### config.mk
export PLATFORM = sky130hd
export DESIGN_NAME = mips_mem_arbiter
export DESIGN_NICKNAME = d
export VERILOG_FILES = /design/src/rtl/mips_mem_pkg.sv /design/src/rtl/mips_mem_arb_prio.sv /design/src/rtl/mips_mem_arbiter.sv
export SDC_FILE = /design/constraint.sdc
export NUM_CORES = 1
export LEC_CHECK = 0
export CAP_MARGIN = 20
export CELL_PAD_IN_SITES_DETAIL_PLACEMENT = 1
export CELL_PAD_IN_SITES_GLOBAL_PLACEMENT = 1
export CORE_ASPECT_RATIO = 1.1
export CORE_UTILIZATION = 25
export DETAILED_ROUTE_END_ITERATION = 8
export PLACE_DENSITY = 0.76
export SYNTH_ARGS = -nofsm -noshare
export SYNTH_HDL_FRONTEND = slang
export SYNTH_HIERARCHICAL = 1
export SYNTH_SLANG_ARGS = --single-unit
### constraint.sdc
create_clock -name clk1 -period 2.9 [get_ports clk1]
set_input_delay 0.58 -clock clk1 [delete_from_list [all_inputs] [get_ports clk1]]
set_output_delay 0.58 -clock clk1 [all_outputs]
set_load 0.005 [all_outputs]
### src/rtl/mips_mem_pkg.sv
// Shared types and default widths for the mips32 unified-memory arbiter.
package mips_mem_pkg;

    localparam int unsigned ADDR_W_DEF = 10;
    localparam int unsigned DATA_W_DEF = 32;

    typedef enum logic [1:0] {
        StIdle  = 2'd0,
        StIssue = 2'd1,
        StWait  = 2'd2
    } state_e;

    typedef enum logic {
        OwnD = 1'b0,
        OwnI = 1'b1
    } owner_e;

endpackage

### src/rtl/mips_mem_arb_prio.sv
// Data-first priority arbiter with a saturating starvation counter that forces
// a waiting fetch through after STARVE_MAX consecutive losses.
module mips_mem_arb_prio #(
    parameter int unsigned STARVE_MAX = 4
) (
    input  logic clk1,
    input  logic rst_n,
    input  logic i_valid,
    input  logic d_valid,
    input  logic arb_en,
    output logic grant_i,
    output logic grant_d
);

    localparam int unsigned CntW = $clog2(STARVE_MAX + 1);

    logic [CntW-1:0] cnt_q, cnt_d;
    logic            starved;

    assign starved = (cnt_q == CntW'(STARVE_MAX));

    always_comb begin
        grant_i = 1'b0;
        grant_d = 1'b0;
        cnt_d   = cnt_q;
        if (arb_en) begin
            if (i_valid && (starved || !d_valid)) begin
                grant_i = 1'b1;
            end else if (d_valid) begin
                grant_d = 1'b1;
            end
            if (grant_i) begin
                cnt_d = '0;
            end else if (grant_d && i_valid && !starved) begin
                cnt_d = cnt_q + 1'b1;
            end
        end
    end

    always_ff @(posedge clk1 or negedge rst_n) begin
        if (!rst_n) begin
            cnt_q <= '0;
        end else begin
            cnt_q <= cnt_d;
        end
    end

endmodule

### src/rtl/mips_mem_arbiter.sv
// Shares one req/gnt/rvalid memory port between the IF and MEM stages,
// one transaction in flight, with fetch flush/discard handling.
module mips_mem_arbiter
    import mips_mem_pkg::*;
#(
    parameter int unsigned ADDR_W     = ADDR_W_DEF,
    parameter int unsigned DATA_W     = DATA_W_DEF,
    parameter int unsigned STARVE_MAX = 4
) (
    input  logic              clk1,
    input  logic              rst_n,
    input  logic              i_valid,
    output logic              i_ready,
    input  logic [ADDR_W-1:0] i_addr,
    input  logic              i_flush,
    output logic              i_resp_valid,
    output logic [DATA_W-1:0] i_rdata,
    input  logic              d_valid,
    output logic              d_ready,
    input  logic              d_we,
    input  logic [ADDR_W-1:0] d_addr,
    input  logic [DATA_W-1:0] d_wdata,
    output logic              d_resp_valid,
    output logic [DATA_W-1:0] d_rdata,
    output logic              mem_req,
    input  logic              mem_gnt,
    output logic              mem_we,
    output logic [ADDR_W-1:0] mem_addr,
    output logic [DATA_W-1:0] mem_wdata,
    input  logic              mem_rvalid,
    input  logic [DATA_W-1:0] mem_rdata
);

    state_e            state_q;
    owner_e            owner_q;
    logic              discard_q;
    logic              we_q;
    logic [ADDR_W-1:0] addr_q;
    logic [DATA_W-1:0] wdata_q;
    logic              i_resp_q, d_resp_q;
    logic [DATA_W-1:0] i_rdata_q, d_rdata_q;

    logic grant_i, grant_d, arb_en, fetch_req, kill_fetch;

    // A flushed fetch must not be accepted, nor count as a lost arbitration.
    assign fetch_req  = i_valid & ~i_flush;
    assign arb_en     = (state_q == StIdle);
    assign kill_fetch = (owner_q == OwnI) & (discard_q | i_flush);

    mips_mem_arb_prio #(
        .STARVE_MAX (STARVE_MAX)
    ) u_prio (
        .clk1    (clk1),
        .rst_n   (rst_n),
        .i_valid (fetch_req),
        .d_valid (d_valid),
        .arb_en  (arb_en),
        .grant_i (grant_i),
        .grant_d (grant_d)
    );

    assign i_ready      = grant_i;
    assign d_ready      = grant_d;
    assign mem_req      = (state_q == StIssue);
    assign mem_we       = we_q;
    assign mem_addr     = addr_q;
    assign mem_wdata    = wdata_q;
    assign i_resp_valid = i_resp_q;
    assign i_rdata      = i_rdata_q;
    assign d_resp_valid = d_resp_q;
    assign d_rdata      = d_rdata_q;

    always_ff @(posedge clk1 or negedge rst_n) begin
        if (!rst_n) begin
            state_q   <= StIdle;
            owner_q   <= OwnD;
            discard_q <= 1'b0;
            we_q      <= 1'b0;
            addr_q    <= '0;
            wdata_q   <= '0;
            i_resp_q  <= 1'b0;
            d_resp_q  <= 1'b0;
            i_rdata_q <= '0;
            d_rdata_q <= '0;
        end else begin
            i_resp_q <= 1'b0;
            d_resp_q <= 1'b0;
            unique case (state_q)
                StIdle: begin
                    if (grant_i || grant_d) begin
                        state_q   <= StIssue;
                        owner_q   <= grant_i ? OwnI : OwnD;
                        addr_q    <= grant_i ? i_addr : d_addr;
                        we_q      <= grant_d & d_we;
                        wdata_q   <= grant_d ? d_wdata : '0;
                        discard_q <= 1'b0;
                    end
                end
                StIssue: begin
                    if (owner_q == OwnI && i_flush) begin
                        // Once granted the access can't be recalled; eat its response.
                        if (mem_gnt) begin
                            state_q   <= StWait;
                            discard_q <= 1'b1;
                        end else begin
                            state_q <= StIdle;
                        end
                    end else if (mem_gnt) begin
                        state_q <= StWait;
                    end
                end
                StWait: begin
                    if (owner_q == OwnI && i_flush) begin
                        discard_q <= 1'b1;
                    end
                    if (mem_rvalid) begin
                        state_q   <= StIdle;
                        discard_q <= 1'b0;
                        if (owner_q == OwnD) begin
                            d_resp_q  <= 1'b1;
                            d_rdata_q <= we_q ? '0 : mem_rdata;
                        end else if (!kill_fetch) begin
                            i_resp_q  <= 1'b1;
                            i_rdata_q <= mem_rdata;
                        end
                    end
                end
                default: state_q <= StIdle;
            endcase
        end
    end

endmodule

# ---- Word level (Yosys, flattened, before mapping)
# Index checks and enable logic that the tools add are counted.
dict set report classes {
  mux 32
  addsub 1
  multipliers 0
  bitwise 7
  reduce_logical 17
  shifts 0
  n_eq_ne 9
  div 0
  magnitude_cmp 0
}
# cell n
set ops {}
lappend ops {{32-bit two-way mux} 2}
lappend ops {{1-bit two-way mux} 20}
lappend ops {{10-bit two-way mux} 1}
lappend ops {{2-bit two-way mux} 5}
lappend ops {{3-bit two-way mux} 2}
lappend ops {{2-bit by 1-bit != test with 1-bit output (second input constant)} 3}
lappend ops {{2-bit one-hot mux with 3 select lines} 1}
lappend ops {{3-bit AND reduction} 2}
lappend ops {{5-bit AND reduction} 1}
lappend ops {{1-bit logical AND} 4}
lappend ops {{2-bit AND reduction} 2}
lappend ops {{4-bit AND reduction} 1}
lappend ops {{3-bit by 1-bit adder with 3-bit output (second input constant)} 1}
lappend ops {{1-bit AND} 3}
lappend ops {{3-bit equality test (second input constant)} 1}
lappend ops {{3-bit by 1-bit != test with 1-bit output (second input constant)} 1}
lappend ops {{3-bit != test (second input constant)} 1}
lappend ops {{1-bit NOT} 3}
lappend ops {{1-bit one-hot mux with 3 select lines} 1}
lappend ops {{3-bit nonzero test} 1}
lappend ops {{2-bit by 1-bit equality test with 1-bit output (second input constant)} 1}
lappend ops {{2-bit equality test (second input constant)} 1}
lappend ops {{1-bit zero test} 2}
lappend ops {{2-bit zero test} 1}
lappend ops {{4 further kinds} 5}
dict set report word_totals {
  input_bits 92
  ramBits 0
  output_inout_bits 112
  elab_cells 77
  register_bits 116
  latchBits 0
  n_memories 0
  mem_bits_ro 0
}

# ---- Depth between registers and ports, before layout
dict set report logic_depth {
  depth_word 9
  ltp_mapped 9
  ltp_nobuf 8
}

# ---- Cells and area by module
# The synthesis kept the hierarchy.
# module seq_area_each_um2 n_inst area_each_um2 cells_per_inst
set modules_own_cells {}
lappend modules_own_cells {mips_mem_arbiter 2827.7 1 4499.3 361}
lappend modules_own_cells {mips_mem_arb_prio 75.1 1 225.2 21}

# ---- Least setup slack after synthesis
# OpenSTA, ideal clock, no wires.
dict set report synth_timing {
  path_type {input to register}
  from {in i_valid}
  to {reg addr_q[1], in the netlist mem_addr[1]}
  t_arrival_ns 1.897
  stages 7
  required_ns 2.767
  n_path_buf 2
  setup_time_ns 0.133
  setup_slack_ns 0.870
  path_cell_list {nor2b_1 nand2_1 nor2b_1 clkbuf_1 buf_2 mux2i_1 o21ai_0}
}
dict set report synth_between {
  elab_chain_cells 7
  elab_cells_between_ends 11
  cone_classes {7 x mux; 1 x bitwise; 3 x reduce/logical}
}
# item line_no
set synth_lines {}
lappend synth_lines {{from (decl)} mips_mem_arbiter.sv:12} ;# input logic i_valid,
lappend synth_lines {{1-bit AND *} mips_mem_arbiter.sv:46} ;# assign fetch_req = i_valid & ~i_flush;
lappend synth_lines {{1-bit logical AND *} mips_mem_arb_prio.sv:27} ;# if (i_valid && (starved || !d_valid)) begin
lappend synth_lines {{1-bit two-way mux *} mips_mem_arb_prio.sv:27}
lappend synth_lines {{1-bit two-way mux * (2 in series)} mips_mem_arb_prio.sv:26} ;# if (arb_en) begin
lappend synth_lines {{net i_ready} mips_mem_arbiter.sv:13} ;# output logic i_ready,
lappend synth_lines {{1-bit logical OR} mips_mem_arbiter.sv:90} ;# if (grant_i || grant_d) begin
lappend synth_lines {{2-bit AND reduction (no source line)} -}
lappend synth_lines {{to (signal assigned)} mips_mem_arbiter.sv:93} ;# addr_q <= grant_i ? i_addr : d_addr;
lappend synth_lines {{to (decl)} mips_mem_arbiter.sv:38} ;# logic [ADDR_W-1:0] addr_q;
# The timed path passes the listed nets; every way through them passes the cells marked *. The select of a mux whose other input is x is not followed.
# A chain may end at the register's enable or synchronous reset.

# ---- Final worst setup path
dict set report layout_timing {
  from {reg state_q[0]}
  to {out i_ready}
}
dict set report layout_between {
  elab_chain_cells 2
}
# item line_no
set layout_lines {}
lappend layout_lines {{from (decl)} mips_mem_arbiter.sv:34} ;# state_e state_q;
lappend layout_lines {{from (signal assigned)} mips_mem_arbiter.sv:75} ;# state_q <= StIdle;
lappend layout_lines {{from (signal assigned)} mips_mem_arbiter.sv:91} ;# state_q <= StIssue;
lappend layout_lines {{from (signal assigned)} mips_mem_arbiter.sv:103} ;# state_q <= StWait;
lappend layout_lines {{2-bit zero test} mips_mem_arbiter.sv:47} ;# assign arb_en = (state_q == StIdle);
lappend layout_lines {{net arb_en} mips_mem_arbiter.sv:43} ;# logic grant_i, grant_d, arb_en, fetch_req, kill_fetch;
lappend layout_lines {{1-bit two-way mux} mips_mem_arb_prio.sv:26}
lappend layout_lines {{to (decl)} mips_mem_arbiter.sv:13}
# The timed path passes the listed nets, and every way through them passes these cells.

==> impl_metrics.env <==
export IMPL_netlist_instances=382
export IMPL_overflow=0
export IMPL_drc=0
export IMPL_combPwrFrac_pct=37.6
export IMPL_die_height_um=146.2
export IMPL_seqPwrFrac_pct=35.9
export IMPL_muxShareOfSynthArea_pct=10.17
export IMPL_worstReg2RegStart="state_q[0]"
export IMPL_fin_setup_tns_ps=0
export IMPL_cts_setup_buffers=0
export IMPL_slew_viol_final=0
export IMPL_p_sw_mw=2.181
export IMPL_powerDensity_nw_per_um2=964.5
export IMPL_power_total_mw=7.396
export IMPL_yosys_warnings=6
export IMPL_pin_count=204
export IMPL_reg2reg_to="discard_q"
export IMPL_timing_hold_ws_ps=200.8
export IMPL_syn_area_sq_um=4725
export IMPL_portBuffers=203
export IMPL_cp_end_kind="primary output"
export IMPL_synthesis_nets=481
export IMPL_place_congestion=0.7181
export IMPL_ir_worst_vdd_mv=0.3860
export IMPL_cts_clk_slew_worst_paths_ps=50
export IMPL_synth_fa_ha_area_share_pct=1.854
export IMPL_die_w_um=133.1
export IMPL_ys_types=34
export IMPL_cp_endpoint="i_ready"
export IMPL_max_cap_viol_count=0
export IMPL_cpPeakStageDelay_ps=520
export IMPL_antenna_found_initial=0
export IMPL_crit_type="reg2out"
export IMPL_tightest_slew_ps=647.7
export IMPL_stdcell_area_sq_um=7669
export IMPL_diodes=0
export IMPL_yosysSeqAreaShare_pct=61.44
export IMPL_period_minus_slack_ps=2725
export IMPL_synth_top_family_by_area="compound AO/OA/AOI/OAI gates"
export IMPL_ys_ff_latch=116
export IMPL_ys_dominant_reg_cell="dfrtp_1"
export IMPL_worstPathArrival_ps=2140
export IMPL_setup_viol=0
export IMPL_clock_skew_ps=9.222
export IMPL_start_util_pct=25.57
export IMPL_cts_sinks=116
export IMPL_synth_simple_area_share_pct=9.852
export IMPL_die_area_sq_um=19450
export IMPL_grt_usage_pct=14.50
export IMPL_power_share_switching_pct=29.48
export IMPL_rows=52
export IMPL_grt_max_degree=66
export IMPL_r2r_cells=10
export IMPL_num_nets_final=693
export IMPL_drtIter0Drc=77
export IMPL_synth_edff_count=0
export IMPL_synth_compound_area_share_pct=13.48
export IMPL_power_clock_fraction_pct=26.5
export IMPL_startpoint="state_q[0]"
export IMPL_clk_insertion_delay_late_ps=400
export IMPL_rsz0062_at_grt="no"
export IMPL_syn_area_per_cell_sq_um=12.37
export IMPL_cts_max_level=4
export IMPL_cts_root_buf="clkbuf_16"
export IMPL_max_slew_margin_pct=56.82
export IMPL_p_int_mw=5.215
export IMPL_hold_class="in2async"
export IMPL_fmax_mhz=367.0
export IMPL_timing_final_hold_violations=0
export IMPL_dp_cells=817
export IMPL_wire_per_inst_um=15.62
export IMPL_cts_tree="done"
export IMPL_first_global_vias=4200
export IMPL_worstPathCellList="inv_1 -> ha_1 -> buf_4 -> nand2_1 -> nor2b_2 -> clkdlybuf4s50_1"
export IMPL_synth_xor_area_share_pct=0
export IMPL_post_route_period_util_pct=93.95
export IMPL_core_sq_um=18480
export IMPL_via_per_inst=4.447
export IMPL_leakage_nw=3.348
export IMPL_synthArstFlopShare_pct=100.0
export IMPL_cts_buffer_depth=2
export IMPL_wl_mm=13.27
export IMPL_route_vias_total=3780
export IMPL_placed_cell_area_sq_um=7076
export IMPL_post_dp_hpwl_mm=9.710
export IMPL_drive_above_1_share_pct=14.17
export IMPL_crit_required_ps=2320
export IMPL_first_pass_iters=4
export IMPL_worst_r2r_setup_slack_ps=850
export IMPL_cp_max_fo=13
export IMPL_ant_nets=0
export IMPL_crit_slowest_cell="clkdlybuf4s50_1"
export IMPL_grt_pass1_wl_mm=21.95
export IMPL_final_cells=850
export IMPL_worst_setup_path_start_kind="flop"
export IMPL_fillCellCount=1962
export IMPL_area_delta_synth_final_pct=62.31
export IMPL_cts_made_buffers=17
export IMPL_status="complete, no violations"
-- logic make-up after synthesis --
| group | after synthesis |
|---|---|
| AO/OA/AOI/OAI | 92 |
| adder cells (fa/ha/maj) | 7 |
| buffers and inverters | 32 |
| flip-flops | 116 |
| multiplexers | 44 |
| AND/OR/NAND/NOR | 91 |
-- state kept, by name, indices dropped and copies added, names as in the netlist --
| name | cells |
|---|---|
| d_rdata | 32 |
| i_rdata | 32 |
| mem_wdata | 32 |
| mem_addr | 10 |
| u_prio/cnt_q | 3 |
| state_q | 2 |
| d_resp_valid | 1 |
| discard_q | 1 |
| i_resp_valid | 1 |
| mem_we | 1 |
| owner_q | 1 |
-- timing repair --
| action | 4_1_cts | 5_1_grt |
|---|---|---|
| hold endpoints to repair | 0 | 0 |
| resized for setup | 0 | 2 |
| setup endpoints to repair | 0 | 2 |
| hold buffers | 0 | 0 |
-- power by group through the flow --
stage | Clock (mW) | Combinational [mW] | Sequential [mW]
2_1_floorplan | 0 | 1.04 | 2.66
3_3_place_gp | 0 | 2.69 | 2.65
3_5_place_dp | 0 | 2.81 | 2.66
4_1_cts | 2.02 | 2.81 | 2.67
5_1_grt | 2.10 | 3.05 | 2.74
6_report | 1.96 | 2.78 | 2.66
-- cell type report --
cell class                 count  area (sq um)  area share [%]
clock buffer                  20         456.7           5.955
clock inverter                12         107.6           1.403
multi-input combinational    234          1695           22.11
inverter                       8         30.03          0.3916
sequential                   116          2903           37.85
tap                          243         304.0           3.965
timing repair buffer         217          2172           28.32
-- critical path, delay by kind of cell, from the launching register on --
family,cells,cell delay (ps)
buffers and inverters,3,850
flip-flops,1,420
adder cells (fa/ha/maj),1,190
AND/OR/NAND/NOR,2,280
-- layout by cell type (no fill, tap or decap), types with 3 or more instances in the layout --
| cell | count |
|---|---|
| nand2b_1 | 32 |
| buf_12 | 3 |
| ha_1 | 7 |
| o21ai_0 | 46 |
| clkinv_2 | 3 |
| buf_4 | 12 |
| a22o_1 | 33 |
| mux2i_1 | 12 |
| inv_1 | 7 |
| clkinvlp_4 | 6 |
| mux2_2 | 30 |
| clkdlybuf4s50_1 | 202 |
| dfrtp_1 | 116 |
| nand2_1 | 48 |
| clkbuf_16 | 17 |
-- per-layer routing --
metal	vias up	wire length, um	track usage (%)
met5	-	0	0
met1	1859	5565	17.03
li1	1751	-	-
met2	154	6587	24.35
met3	16	873	4.618
met4	0	248	5.977
-- worst min path at each step --
stage	from	to	slack [ps]	cells after the start
after CTS	rst_n	d_rdata[10]	210	1
final	rst_n	d_rdata[10]	200	1
after detailed placement	d_rdata[12]	d_rdata[12]	470	2
after floorplan	rst_n	d_rdata[0]	280	0
after global routing	rst_n	d_rdata[10]	240	1
after global placement	mem_addr[2]	mem_addr[2]	460	2
-- cell usage after synthesis (all sizes together), types with 2 or more instances --
| cell type | instances | area, sq um |
|---|---|---|
| mux2i | 12 | 120.1 |
| nand2 | 48 | 180.2 |
| a22o | 33 | 289.0 |
| a21bo | 3 | 36.29 |
| mux2 | 32 | 360.3 |
| buf | 10 | 68.81 |
| dfrtp | 116 | 2903 |
| nand2b | 32 | 200.2 |
| ha | 7 | 87.58 |
| o21ai | 48 | 244.0 |
| nor2b | 3 | 18.77 |
| inv | 8 | 30.03 |
| nand3 | 2 | 10.01 |
| clkbuf | 14 | 52.55 |
-- per-stage QoR --
step | worst slack (ps) | util, %
after global placement | -20.82 | 38.29
after CTS | 58.68 | 41.35
after detailed placement | -164.5 | 38.29
after global routing | 36.35 | 41.50
final | 175.4 | 41.50
after floorplan | 869.6 | -
No activity file was read; power rests on OpenSTA's default activity.
